--- src/rtl/lfsr_init_arbiter.sv ---
// lfsr_init_arbiter: round-robin arbiter that time-shares one code-phase to
// G1/G2 LFSR-state converter among NUM_CH channels.
//
// Handshake: a channel raises req[i] with req_phase[i] stable and holds it
// until it samples ack[i] (a one-cycle, one-hot strobe). rsp_g1/rsp_g2/
// rsp_err/rsp_ch are valid in the ack cycle and hold until the next ack.
//
// Optional feature: define LFSR_ARB_CACHE_EN to add a one-entry cache of the
// last converted phase. A repeated phase then skips the converter wait.
module lfsr_init_arbiter #(
  parameter int NUM_CH  = 4,
  parameter int LATENCY = 2,
  parameter int PHASE_W = 10,
  localparam int CH_W   = (NUM_CH > 1) ? $clog2(NUM_CH) : 1,
  localparam int CNT_W  = (LATENCY > 1) ? $clog2(LATENCY) : 1
) (
  input  logic                       clk,
  input  logic                       rst,
  input  logic [NUM_CH-1:0]          req,
  input  logic [NUM_CH*PHASE_W-1:0]  req_phase,
  output logic [NUM_CH-1:0]          ack,
  output logic [9:0]                 rsp_g1,
  output logic [9:0]                 rsp_g2,
  output logic                       rsp_err,
  output logic [CH_W-1:0]            rsp_ch,
  output logic                       busy,
  output logic [PHASE_W-1:0]         conv_phase,
  input  logic [9:0]                 conv_g1,
  input  logic [9:0]                 conv_g2,
  output logic [1:0]                 dbg_state
);

  typedef enum logic [1:0] {
    IDLE = 2'd0,
    WAIT = 2'd1,
    DONE = 2'd2
  } state_t;

  state_t               state_q;
  logic [CH_W-1:0]      ptr_q;
  logic [CH_W-1:0]      gnt_q;
  logic [CNT_W-1:0]     cnt_q;
  logic [NUM_CH-1:0]    ack_q;
  logic [9:0]           rsp_g1_q;
  logic [9:0]           rsp_g2_q;
  logic                 rsp_err_q;
  logic [CH_W-1:0]      rsp_ch_q;
  logic [PHASE_W-1:0]   conv_phase_q;

  logic                 hit;
  logic [CH_W-1:0]      sel;
  logic [CH_W-1:0]      cand;
  logic [PHASE_W-1:0]   sel_phase;
  logic                 sel_err;
  int                   idx;

  // Round-robin search: first requester after ptr_q, ascending with wrap.
  always_comb begin
    hit  = 1'b0;
    sel  = '0;
    cand = '0;
    idx  = 0;
    for (int i = 1; i <= NUM_CH; i++) begin
      idx = int'(ptr_q) + i;
      if (idx >= NUM_CH) idx = idx - NUM_CH;
      cand = CH_W'(idx);
      if (!hit && req[cand]) begin
        hit = 1'b1;
        sel = cand;
      end
    end
  end

  assign sel_phase = req_phase[sel*PHASE_W +: PHASE_W];
  assign sel_err   = (32'(sel_phase) > 32'd1022);

`ifdef LFSR_ARB_CACHE_EN
  logic               cache_vld_q;
  logic [PHASE_W-1:0] cache_phase_q;
  logic [9:0]         cache_g1_q;
  logic [9:0]         cache_g2_q;
  logic               cache_hit;

  assign cache_hit = cache_vld_q && (cache_phase_q == sel_phase);

  // Cache refresh on every completed converter wait.
  always_ff @(posedge clk or negedge rst) begin
    if (!rst) begin
      cache_vld_q   <= 1'b0;
      cache_phase_q <= '0;
      cache_g1_q    <= '0;
      cache_g2_q    <= '0;
    end else if (state_q == WAIT && cnt_q == '0) begin
      cache_vld_q   <= 1'b1;
      cache_phase_q <= conv_phase_q;
      cache_g1_q    <= conv_g1;
      cache_g2_q    <= conv_g2;
    end
  end
`endif

  // Arbiter FSM with registered response outputs.
  always_ff @(posedge clk or negedge rst) begin
    if (!rst) begin
      state_q      <= IDLE;
      ptr_q        <= CH_W'(NUM_CH - 1);
      gnt_q        <= '0;
      cnt_q        <= '0;
      ack_q        <= '0;
      rsp_g1_q     <= '0;
      rsp_g2_q     <= '0;
      rsp_err_q    <= 1'b0;
      rsp_ch_q     <= '0;
      conv_phase_q <= '0;
    end else begin
      ack_q <= '0;
      case (state_q)
        IDLE: begin
          if (hit) begin
            gnt_q <= sel;
            ptr_q <= sel;
            if (sel_err) begin
              // Out-of-range phase: answer at once, converter untouched.
              rsp_err_q <= 1'b1;
              rsp_g1_q  <= 10'h3FF;
              rsp_g2_q  <= 10'h3FF;
              rsp_ch_q  <= sel;
              ack_q     <= NUM_CH'(1) << sel;
              state_q   <= DONE;
            end
`ifdef LFSR_ARB_CACHE_EN
            else if (cache_hit) begin
              rsp_err_q <= 1'b0;
              rsp_g1_q  <= cache_g1_q;
              rsp_g2_q  <= cache_g2_q;
              rsp_ch_q  <= sel;
              ack_q     <= NUM_CH'(1) << sel;
              state_q   <= DONE;
            end
`endif
            else begin
              conv_phase_q <= sel_phase;
              cnt_q        <= CNT_W'(LATENCY - 1);
              state_q      <= WAIT;
            end
          end
        end
        WAIT: begin
          if (cnt_q == '0) begin
            rsp_g1_q  <= conv_g1;
            rsp_g2_q  <= conv_g2;
            rsp_err_q <= 1'b0;
            rsp_ch_q  <= gnt_q;
            ack_q     <= NUM_CH'(1) << gnt_q;
            state_q   <= DONE;
          end else begin
            cnt_q <= cnt_q - 1'b1;
          end
        end
        DONE: begin
          state_q <= IDLE;
        end
        default: begin
          state_q <= IDLE;
        end
      endcase
    end
  end

  assign ack        = ack_q;
  assign rsp_g1     = rsp_g1_q;
  assign rsp_g2     = rsp_g2_q;
  assign rsp_err    = rsp_err_q;
  assign rsp_ch     = rsp_ch_q;
  assign conv_phase = conv_phase_q;
  assign busy       = (state_q != IDLE);
  assign dbg_state  = state_q;

endmodule

--- config.mk ---
export PLATFORM = sky130hd
export DESIGN_NAME = lfsr_init_arbiter
export DESIGN_NICKNAME = d
export VERILOG_FILES = /design/src/rtl/lfsr_init_arbiter.sv
export SDC_FILE = /design/constraint.sdc
export NUM_CORES = 1
export LEC_CHECK = 0
export CAP_MARGIN = 25
export CORE_MARGIN = 2
export CORE_UTILIZATION = 39
export CTS_CLUSTER_DIAMETER = 150
export DETAILED_ROUTE_END_ITERATION = 10
export HOLD_SLACK_MARGIN = 0.12
export MAX_ROUTING_LAYER = met4
export PLACE_DENSITY = 0.86
export SETUP_SLACK_MARGIN = 0.15
export SLEW_MARGIN = 20
export SYNTH_ARGS = -nofsm -noshare
export SYNTH_HDL_FRONTEND = slang
export SYNTH_SLANG_ARGS = --single-unit
--- constraint.sdc ---
create_clock -name clk -period 5.1 [get_ports clk]
set_input_delay 0.51 -clock clk [delete_from_list [all_inputs] [get_ports clk]]
set_output_delay 0.51 -clock clk [all_outputs]
set_load 0.01 [all_outputs]
Yosys cells after proc, flatten, opt, wreduce, memory -nomap -nowiden:

Index checks and enable logic that the tools add are counted.

* add/sub/neg operators: 9
* multiply operators: 1
* $lt $le $gt $ge: 9
* equal/unequal tests: 5
* shift operators: 3
* muxes and demuxes: 46
* bitwise gates (word level): 1
* reduce and logical (&&, ||, !) cells: 14

Operators by type and width (count)
* 2-to-1 mux 10 bit: 4
* case mux 10 bit (2 select lines): 2
* indexed part select 40 x 7 -> 10 bit: 1
* 2-to-1 mux 2 bit: 14
* 2-to-1 mux 1 bit: 14
* less-than comparator 2 x 3 -> 1 bit, second input constant: 4
* 2-to-1 mux 4 bit: 3
* > comparator 10 bit, second input constant: 1
* >= comparator 3 bit, second input constant: 3
* binary-select mux 1 bit (select 2 bit): 4
* != test 2 bit, second input constant: 4
* case mux 2 bit (2 select lines): 2
* case mux 4 bit (2 select lines): 1
* left shift 1 x 2 -> 4 bit, first input constant: 2
* subtractor 2 x 1 -> 2 bit, second input constant: 4
* adder 2 x 2 -> 3 bit, second input constant: 2
* AND reduction 3 bit: 2
* multiplier 2 x 3 -> 5 bit, second input constant: 1
* adder 2 x 3 -> 4 bit, second input constant: 1
* >= comparator 4 x 3 -> 1 bit, second input constant: 1
* case mux 1 bit (2 select lines): 2
* AND reduction 2 bit: 2
* AND reduction 4 bit: 1
* nonzero test 2 bit: 2
* 7 further kinds: 11

* flip-flop bits (word level): 44
* input port bits: 66
* output and inout port bits: 40
* logic and storage cells: 98

Longest topological paths before layout:

Gate-level depths: netlist of run 1.

* depth after elaboration: 21
* depth in mapped cells: 11
* mapped depth without buffers: 8

Worst setup path before layout of run 1:

OpenSTA, ideal clock, no wires.

* path kind: input port to flip-flop
* start point: in req[1]
* end point: reg state_q[0], in the netlist dbg_state[0]
* library setup time: 126 ps
* arrival time: 2797 ps
* required time: 4974 ps
* path slack: 2177 ps
* cell stages on the path: 9
* path buffers: 2
* cells stage by stage: nor2_1 o22ai_1 a311oi_1 buf_2 mux2_2 nor4_4 a31oi_2 buf_6 o21bai_1

* word-level cells in the longest chain between the ends: 18

Ends and longest elaborated chain
* start: declaration: RTL line 19 `input logic [NUM_CH-1:0] req,`
* binary-select mux 1 bit (select 2 bit): RTL line 67 `if (!hit && req[cand]) begin`
* 2-to-1 mux 1 bit (implied by the code): RTL line 67
* 2-to-1 mux 1 bit: RTL line 67
* zero test 1 bit: RTL line 67
* logical AND 1 bit: RTL line 67
* 2-to-1 mux 1 bit: RTL line 67
* zero test 1 bit: RTL line 67
* logical AND 1 bit: RTL line 67
* (+2 left out)
* logical AND 1 bit: RTL line 67
* 2-to-1 mux 2 bit: RTL line 67
* multiplier 2 x 3 -> 5 bit: RTL line 74 `assign sel_phase = req_phase[sel*PHASE_W +: PHASE_W];`
* indexed part select 40 x 7 -> 10 bit: RTL line 74
* > comparator 10 bit: RTL line 75 `assign sel_err = (32'(sel_phase) > 32'd1022);`
* 2-to-1 mux 2 bit: RTL line 122 `if (sel_err) begin`
* 2-to-1 mux 2 bit: RTL line 119 `if (hit) begin`
* case mux 2 bit (2 select lines): RTL line 117 `case (state_q)`
* end signal: assignment: RTL line 105 `state_q <= IDLE;`
* end signal: assignment: RTL line 129 `state_q <= DONE;`
* end signal: assignment: RTL line 144 `state_q <= WAIT;`
* end: declaration: RTL line 39 `state_t state_q;`

Several ways; a longest one is shown, not always the timed one. The select of a mux whose other input is x is not followed.
A chain may end at the register's enable or synchronous reset.

Worst setup path in the final report of run 1:

* start point: in req[1]
* end point: reg ack_q[2], in the netlist ack[2]

* word-level cells in the longest chain between the ends: 18

Ends and longest elaborated chain
* binary-select mux 1 bit (select 2 bit): RTL line 67
* 2-to-1 mux 1 bit (implied by the code): RTL line 67
* 2-to-1 mux 1 bit: RTL line 67
* zero test 1 bit: RTL line 67
* logical AND 1 bit: RTL line 67
* 2-to-1 mux 1 bit: RTL line 67
* zero test 1 bit: RTL line 67
* logical AND 1 bit: RTL line 67
* (+2 left out)
* logical AND 1 bit: RTL line 67
* 2-to-1 mux 2 bit: RTL line 67
* multiplier 2 x 3 -> 5 bit: RTL line 74
* indexed part select 40 x 7 -> 10 bit: RTL line 74
* > comparator 10 bit: RTL line 75
* 2-to-1 mux 4 bit: RTL line 122
* 2-to-1 mux 4 bit (*): RTL line 119
* case mux 4 bit (2 select lines) (*): RTL line 117
* end signal: assignment: RTL line 128 `ack_q <= NUM_CH'(1) << sel;`
* end signal: assignment: RTL line 154 `ack_q <= NUM_CH'(1) << gnt_q;`
* end: declaration: RTL line 43 `logic [NUM_CH-1:0] ack_q;`

Every way passes the cells marked *; elsewhere a longest branch is shown, timed or not. The select of a mux whose other input is x is not followed.

==> results.ini, run 1 <==
[outcome]
status=completed

[yosys]
syn_nets=309
syn_inst=243
synthArstFlopShare=1.000
synth_top_area_share=0.4407
synth_area_um2=2385
syn_avg_cell_area_um2=9.814
ys.flop_type=dfrtp_1
synth_top_family_by_area=multiplexers
synth.distinct_cells=38
synth_xor_area_frac=0
synth_edf_count=0
yosysWarnings=0
synthMuxAreaShare=0.1773
ys_seq_area_frac=0.4627
synth_area_leaders=dfrtp_1 44%, mux2i_1 13%, o22ai_1 5.5%, a21oi_1 5.5%, nor2_1 5.0%
synth_adder_area_share=0
synth_area_leader_cell=dfrtp_1
synth_compound_area_frac=0.1684
ys_seq_elements=44
synth-simple-area-share=0.1333

[timing]
min_period_ns=3.893
slew_headroom=0.3717
timing.fmax_ghz=0.2569
worstMarginPinSlew_ns=0.9425
setup_viol=0
maxSlewViolCount=0
setup_tns_ns=0
min_period_over_period=0.7633
rsz0062_at_grt=false
skew_ns=0.006273
whs_ns=0.1257
hold_violations=0

[drt]
postRouteAntennaNets=0
wl_per_cell_um=14.69
wl_met2_um=3067
vias=2182
drt_wl_total_um=6170
drc=0
first_pass_iters=4
wl_met1_um=2781
first_iter_violations=142
dr_wl_met3_um=266
viasPerCell=5.195
top_layer_used=met4

[clock_network]
insertion_delay_ns=0.29
cts_hold_buffers=0
path_clk_slew_ns=0.08
cts_setup_buffers=0
root_buffer=clkbuf_8
clockBufferDepth=2
cts_tree=done
h-tree-depth=2
numCtsBuffers=5
cts_resized=0
cts_sinks=44

[placed_design]
io_buffers=105
place_hpwl_um=4602
gp_congestion=0.8446
dp_cells=411

[setup_path]
crit_path_end=ack[2]
ff2ff_setup_slack_ns=1.39
arrival_ns=4.07
crit_fanout=24
r2r_start=ptr_q[1]
crit_path_start_kind=input pin
crit_required_ns=5.28
startpoint=req[1]
reg2reg_depth=9
reg2reg_to=ack[2]
end_kind=register
crit_type=input pin to register

[floorplanning]
rows=28
io_pins=106
die_h_um=82.20
die_w_um=82.20
core_um2=5921
start_util=0.4028
die_area_um2=6756

[cells_and_area]
ff_latch_area_um2=1104
drive_gt1_frac=0.08696
area_growth_syn_to_layout_pct=49.63
num-nets-final=410
instances_no_fill=420
antennaDiodeCount=0
fill_cells=537
multi_input_area_um2=1149

[global_route]
grt_pass1_wl_um=9632
grt-ovfl-total=0
grt_pass1_vias=2115
grtUsageTotal=0.1890
antenna_found_initial=0
grt_max_degree=45

[hold_path]
hp-class=input pin to asynchronous set/reset pin

[pwr]
powerDensity_nw_per_um2=587.1
irDropWorstVdd_mv=0.2661
p_leak_nw=1.526

[run]
maxCapViolCount=0

[critical path: stages]
cell and delay (ns):
clkdlybuf4s50_1 0.56, nand2b_1 0.10, a21oi_2 0.16, a211o_1 0.67, buf_4 0.31, mux2i_1 0.10
mux2_2 0.28, nor2_1 0.40, nand3_2 0.52, o32ai_1 0.46
[cell usage in the layout, fill, tap and decap left out, types with 2 or more instances in the layout]
cell type        count
nand2_1             16
clkbuf_1             2
nand2b_1             4
a21oi_1             26
clkbuf_8             5
nand4_1              3
dfstp_2              2
buf_4                3
inv_1               14
or3b_1               2
a21o_1               2
mux2i_1             31
dfrtp_1             42
o22ai_1             21
nor2_1              32
nor4_4               2
mux2_2              10
clkdlybuf4s50_1    104
o21ai_0              3
[cells by family after synthesis]
group | Yosys count
compound gates | 65
buf+inv | 29
flops | 44
mux | 41
simple gates | 64
[cell usage after synthesis, types with 2 or more instances]
cell / count
nor4_4: 2
dfstp_2: 2
dfrtp_1: 42
nand2b_1: 4
mux2i_1: 31
or3b_1: 2
buf_4: 2
o22ai_1: 21
nor2_1: 32
nand2_1: 16
buf_2: 3
nand4_1: 3
o21ai_0: 3
a21o_1: 2
clkbuf_1: 8
a21oi_1: 26
mux2_2: 10
inv_1: 14
[cell type report]
type | count | area share
Multi-Input combinational cell | 170 | 0.3219
Sequential cell | 44 | 0.3093
Timing Repair Buffer | 109 | 0.3050
Tap cell | 75 | 0.02630
Clock buffer | 7 | 0.02139
Inverter | 14 | 0.01473
Clock inverter | 1 | 0.001403
[state kept, by name (all words and copies together) (netlist names), 2 cells and up]
| register | count |
|---|---|
| rsp_g2 | 10 |
| conv_phase | 10 |
| ptr_q | 2 |
| ack | 4 |
| gnt_q | 2 |
| dbg_state | 2 |
| rsp_ch | 2 |
| rsp_g1 | 10 |
[stage by stage]
| stage | setup WS [ns] | instance area [µm²] | util | total power [mW] |
|---|---|---|---|---|
| final | 1.207 | 3568 | 0.6027 | 2.095 |
| after global routing | 0.9790 | 3568 | 0.6027 | 2.256 |
| after CTS | 1.240 | 3548 | 0.5993 | 2.111 |
| after detailed placement | 0.9672 | 3467 | 0.5856 | 1.899 |
| after global placement | 1.080 | 3467 | 0.5856 | 1.863 |
| after floorplan | 2.177 | 2385 | - | 1.405 |
[layer usage]
metal / vias up / track usage
li1: 1071 / -
met1: 1037 / 0.2396
met2: 68 / 0.3081
met3: 6 / 0.03261
met4: 0 / 0.06167
met5: - / -
[worst min-delay path by stage]
stage / slack (ns) / end / startpoint
6_report: 0.13 / conv_phase[6] / rst
5_1_grt: 0.15 / conv_phase[6] / rst
4_1_cts: 0.40 / rsp_g1[9] / rst
3_5_place_dp: 0.50 / ptr_q[1] / ptr_q[1]
3_3_place_gp: 0.49 / cnt_q / cnt_q
2_1_floorplan: 0.21 / ack[0] / rst
[power breakdown]
group	switching, mW	leakage (nW)	total, mW	internal (mW)
logic	0.601	0.967	1.23	0.627
clock network	0.109	0.0422	0.206	0.0962
registers	0.130	0.517	0.661	0.531
total	0.841	1.53	2.10	1.25
No activity file was read; power rests on OpenSTA's default activity.
==> run 2, diff against run 1 <==
- CORE_UTILIZATION: 39 -> 38
- PLACE_DENSITY: 0.86 -> 0.88
- clock period: 5.1 -> 3.3 ns (I/O delays scaled with it)
==> run 2 against run 1 <==
Combinational power grew 60%; power is 59% higher; count of clock-buffer cells in the layout did not move.
==> results.ini, run 2 (synthesis results as in run 1) <==
[outcome]
status=completed

[setup_path]
crit_chain=clkdlybuf4s50_1 -> nor2_1 -> o22ai_1 -> a311oi_2 -> buf_12 -> mux2_2 -> nor4_4 -> nand3_2 -> buf_4 -> a21oi_1
end_kind=register
reg2reg_to=rsp_g2[8]
crit_required_ns=3.51  ; -1.77 ns
crit_type=input pin to register
reg2reg_depth=10  ; +1
arrival_ns=3.17  ; -0.90 ns
cp_num_buf_inv=3  ; +1
crit_fanout=22  ; -8.3%
cpMaxStageDelayCell=clkdlybuf4s50_1
crit_path_start_kind=input pin
r2r_start=ptr_q[1]
worst_path_largest_cell_delay_ns=0.50  ; -0.17 ns
ff2ff_setup_slack_ns=0.40  ; -0.99 ns
crit_family=buffers and inverters

[pwr]
p_leak_nw=1.574  ; +3.1%
power_frac_clock=0.104  ; +0.006
pwr-share-comb=0.591  ; +0.005
powerDensity_nw_per_um2=910.0  ; +55%
design_power_total_mw=3.339  ; +59%
power_frac_seq=0.305  ; -0.010
irDropWorstVdd_mv=0.4770  ; +79%
switchingPower_mw=1.322  ; +57%
p_sw_frac=0.3959  ; -0.005345
p_int_mw=2.017  ; +61%

[hold_path]
hold_start=ptr_q[1]
min_path_cells=2
hold_path_end=ptr_q[1]
hp-class=register to register

[global_route]
grt-ovfl-total=0  ; unchanged
grt_max_degree=45  ; unchanged
antenna_found_initial=0  ; unchanged
grt_pass1_wl_um=10120  ; +5.1%
grt_pass1_vias=2100  ; -0.71%
grtUsageTotal=0.1785  ; -0.01047

[floorplanning]
die_w_um=83.22  ; +1.2%
io_pins=106  ; unchanged
rows=28  ; unchanged
core_um2=5991  ; +1.2%
start_util=0.3981  ; -0.004711
die_area_um2=6926  ; +2.5%
die_h_um=83.22  ; +1.2%

[drt]
vias=2201  ; +0.87%
wl_per_cell_um=14.57  ; -0.79%
drc=0  ; unchanged
postRouteAntennaNets=0  ; unchanged
first_pass_iters=4  ; unchanged
first_iter_violations=94  ; -34%
drt_wl_total_um=6223  ; +0.86%
viasPerCell=5.155  ; -0.78%

[clock_network]
cts_sinks=44  ; unchanged
clockBufferDepth=2  ; unchanged
numCtsBuffers=5  ; unchanged
path_clk_slew_ns=0.08  ; about the same
h-tree-depth=2  ; unchanged
cts_setup_buffers=0  ; unchanged
insertion_delay_ns=0.29  ; about the same
root_buffer=clkbuf_8
cts_tree=done

[timing]
hold_violations=0  ; unchanged
min_period_ns=2.960
worstMarginPinSlew_ns=0.6602  ; -0.2823 ns
timing.fmax_ghz=0.3378
rsz0062_at_grt=false
setup_viol=0  ; unchanged
maxSlewViolCount=0  ; unchanged
setup_tns_ns=0  ; unchanged
skew_ns=0.007174  ; +0.0009006 ns
min_period_over_period=0.8970
slew_headroom=0.5588  ; +0.1871
fin_ws_ns=0.3398  ; -0.8676 ns

[cells_and_area]
fill_cells=501  ; -6.7%
multi_input_area_um2=1149  ; unchanged
antennaDiodeCount=0  ; unchanged
mostFrequentLayoutCells=104 x clkdlybuf4s50_1, 42 x dfrtp_1, 32 x nor2_1, 31 x mux2i_1, 26 x a21oi_1
num-nets-final=417  ; +1.7%
ff_latch_area_um2=1104  ; unchanged
area_growth_syn_to_layout_pct=53.83
drive_gt1_frac=0.1051  ; +0.01816
layout_commonest_cell=clkdlybuf4s50_1

[placed_design]
pre_cts_slack_ns=0.05163  ; -0.9156 ns
place_hpwl_um=4636  ; +0.74%
io_buffers=105  ; unchanged
gp_congestion=0.8244  ; -2.4%

[run]
maxCapViolCount=0  ; unchanged

## run 2: changes by cell type in the layout (fill, tap and decap cells not counted)
cell,previous run,this run
buf_12,1,2
buf_16,0,1
buf_4,3,7
clkbuf_1,2,1
clkbuf_8,5,6
clkinv_2,1,0
clkinvlp_4,0,1
dlygate4sd3_1,0,1
## run 2: worst max-delay path by stage
stage / slack (ns) / depth (start not counted) / to / start
3_5_place_dp: 0.05 / 9 / rsp_ch[0] / req[1]
6_report: 0.34 / 10 / rsp_g2[8] / req[1]
5_1_grt: 0.17 / 9 / rsp_ch[0] / req[1]
2_1_floorplan: 0.43 / 8 / dbg_state[0] / ptr_q[1]
3_3_place_gp: 0.20 / 9 / rsp_ch[0] / req[1]
4_1_cts: 0.37 / 10 / rsp_g2[8] / req[1]
## run 2: repair_timing
action	in CTS	in global routing
hold buffers	0	1
hold endpoints to repair	0	22
gates resized for setup	0	0
## run 2: stage by stage
stage,instances,util,cell area (µm²),hold WS (ns)
2_1_floorplan,243,-,2385,0.03441
3_3_place_gp,417,0.5904,3537,0.4909
3_5_place_dp,417,0.5904,3537,0.4976
4_1_cts,425,0.6061,3631,0.2112
5_1_grt,427,0.6124,3669,0.5342
6_report,427,0.6124,3669,0.5151
## run 2: layout make-up
| cell class | count | share of cell area |
|---|---|---|
| well taps | 75 | 0.02558 |
| repair buffers | 116 | 0.3206 |
| inverters | 14 | 0.01432 |
| clock buffers | 7 | 0.02353 |
| clock inverters | 1 | 0.002046 |
| multi-input cells | 170 | 0.3131 |
| flip-flops and latches | 44 | 0.3008 |
## run 2: worst reg2reg max path: stages, from the launching register on
cell and delay (ns):
dfstp_2 0.60, nand2b_1 0.14, a21oi_2 0.07, a211o_1 0.30, buf_12 0.18, mux2i_1 0.13, mux2_2 0.30, nor4_4 0.49
nand3_2 0.17, buf_4 0.24, a21oi_1 0.19
## run 2: metal layers
metal,global-route usage,part of all wire
met3,0.04274,0.058
met5,-,0
met2,0.2940,0.50
met4,0.03875,0.0067
met1,0.2245,0.43
## run 2: power by group through the flow
stage / clock (mW) / sequential [mW] / combinational, mW
global placement: 0 / 1.01 / 1.93
finish: 0.347 / 1.02 / 1.97
global route: 0.375 / 1.05 / 2.15
CTS: 0.357 / 1.02 / 1.99
detailed placement: 0 / 1.02 / 1.99
floorplan: 0 / 1.11 / 1.06
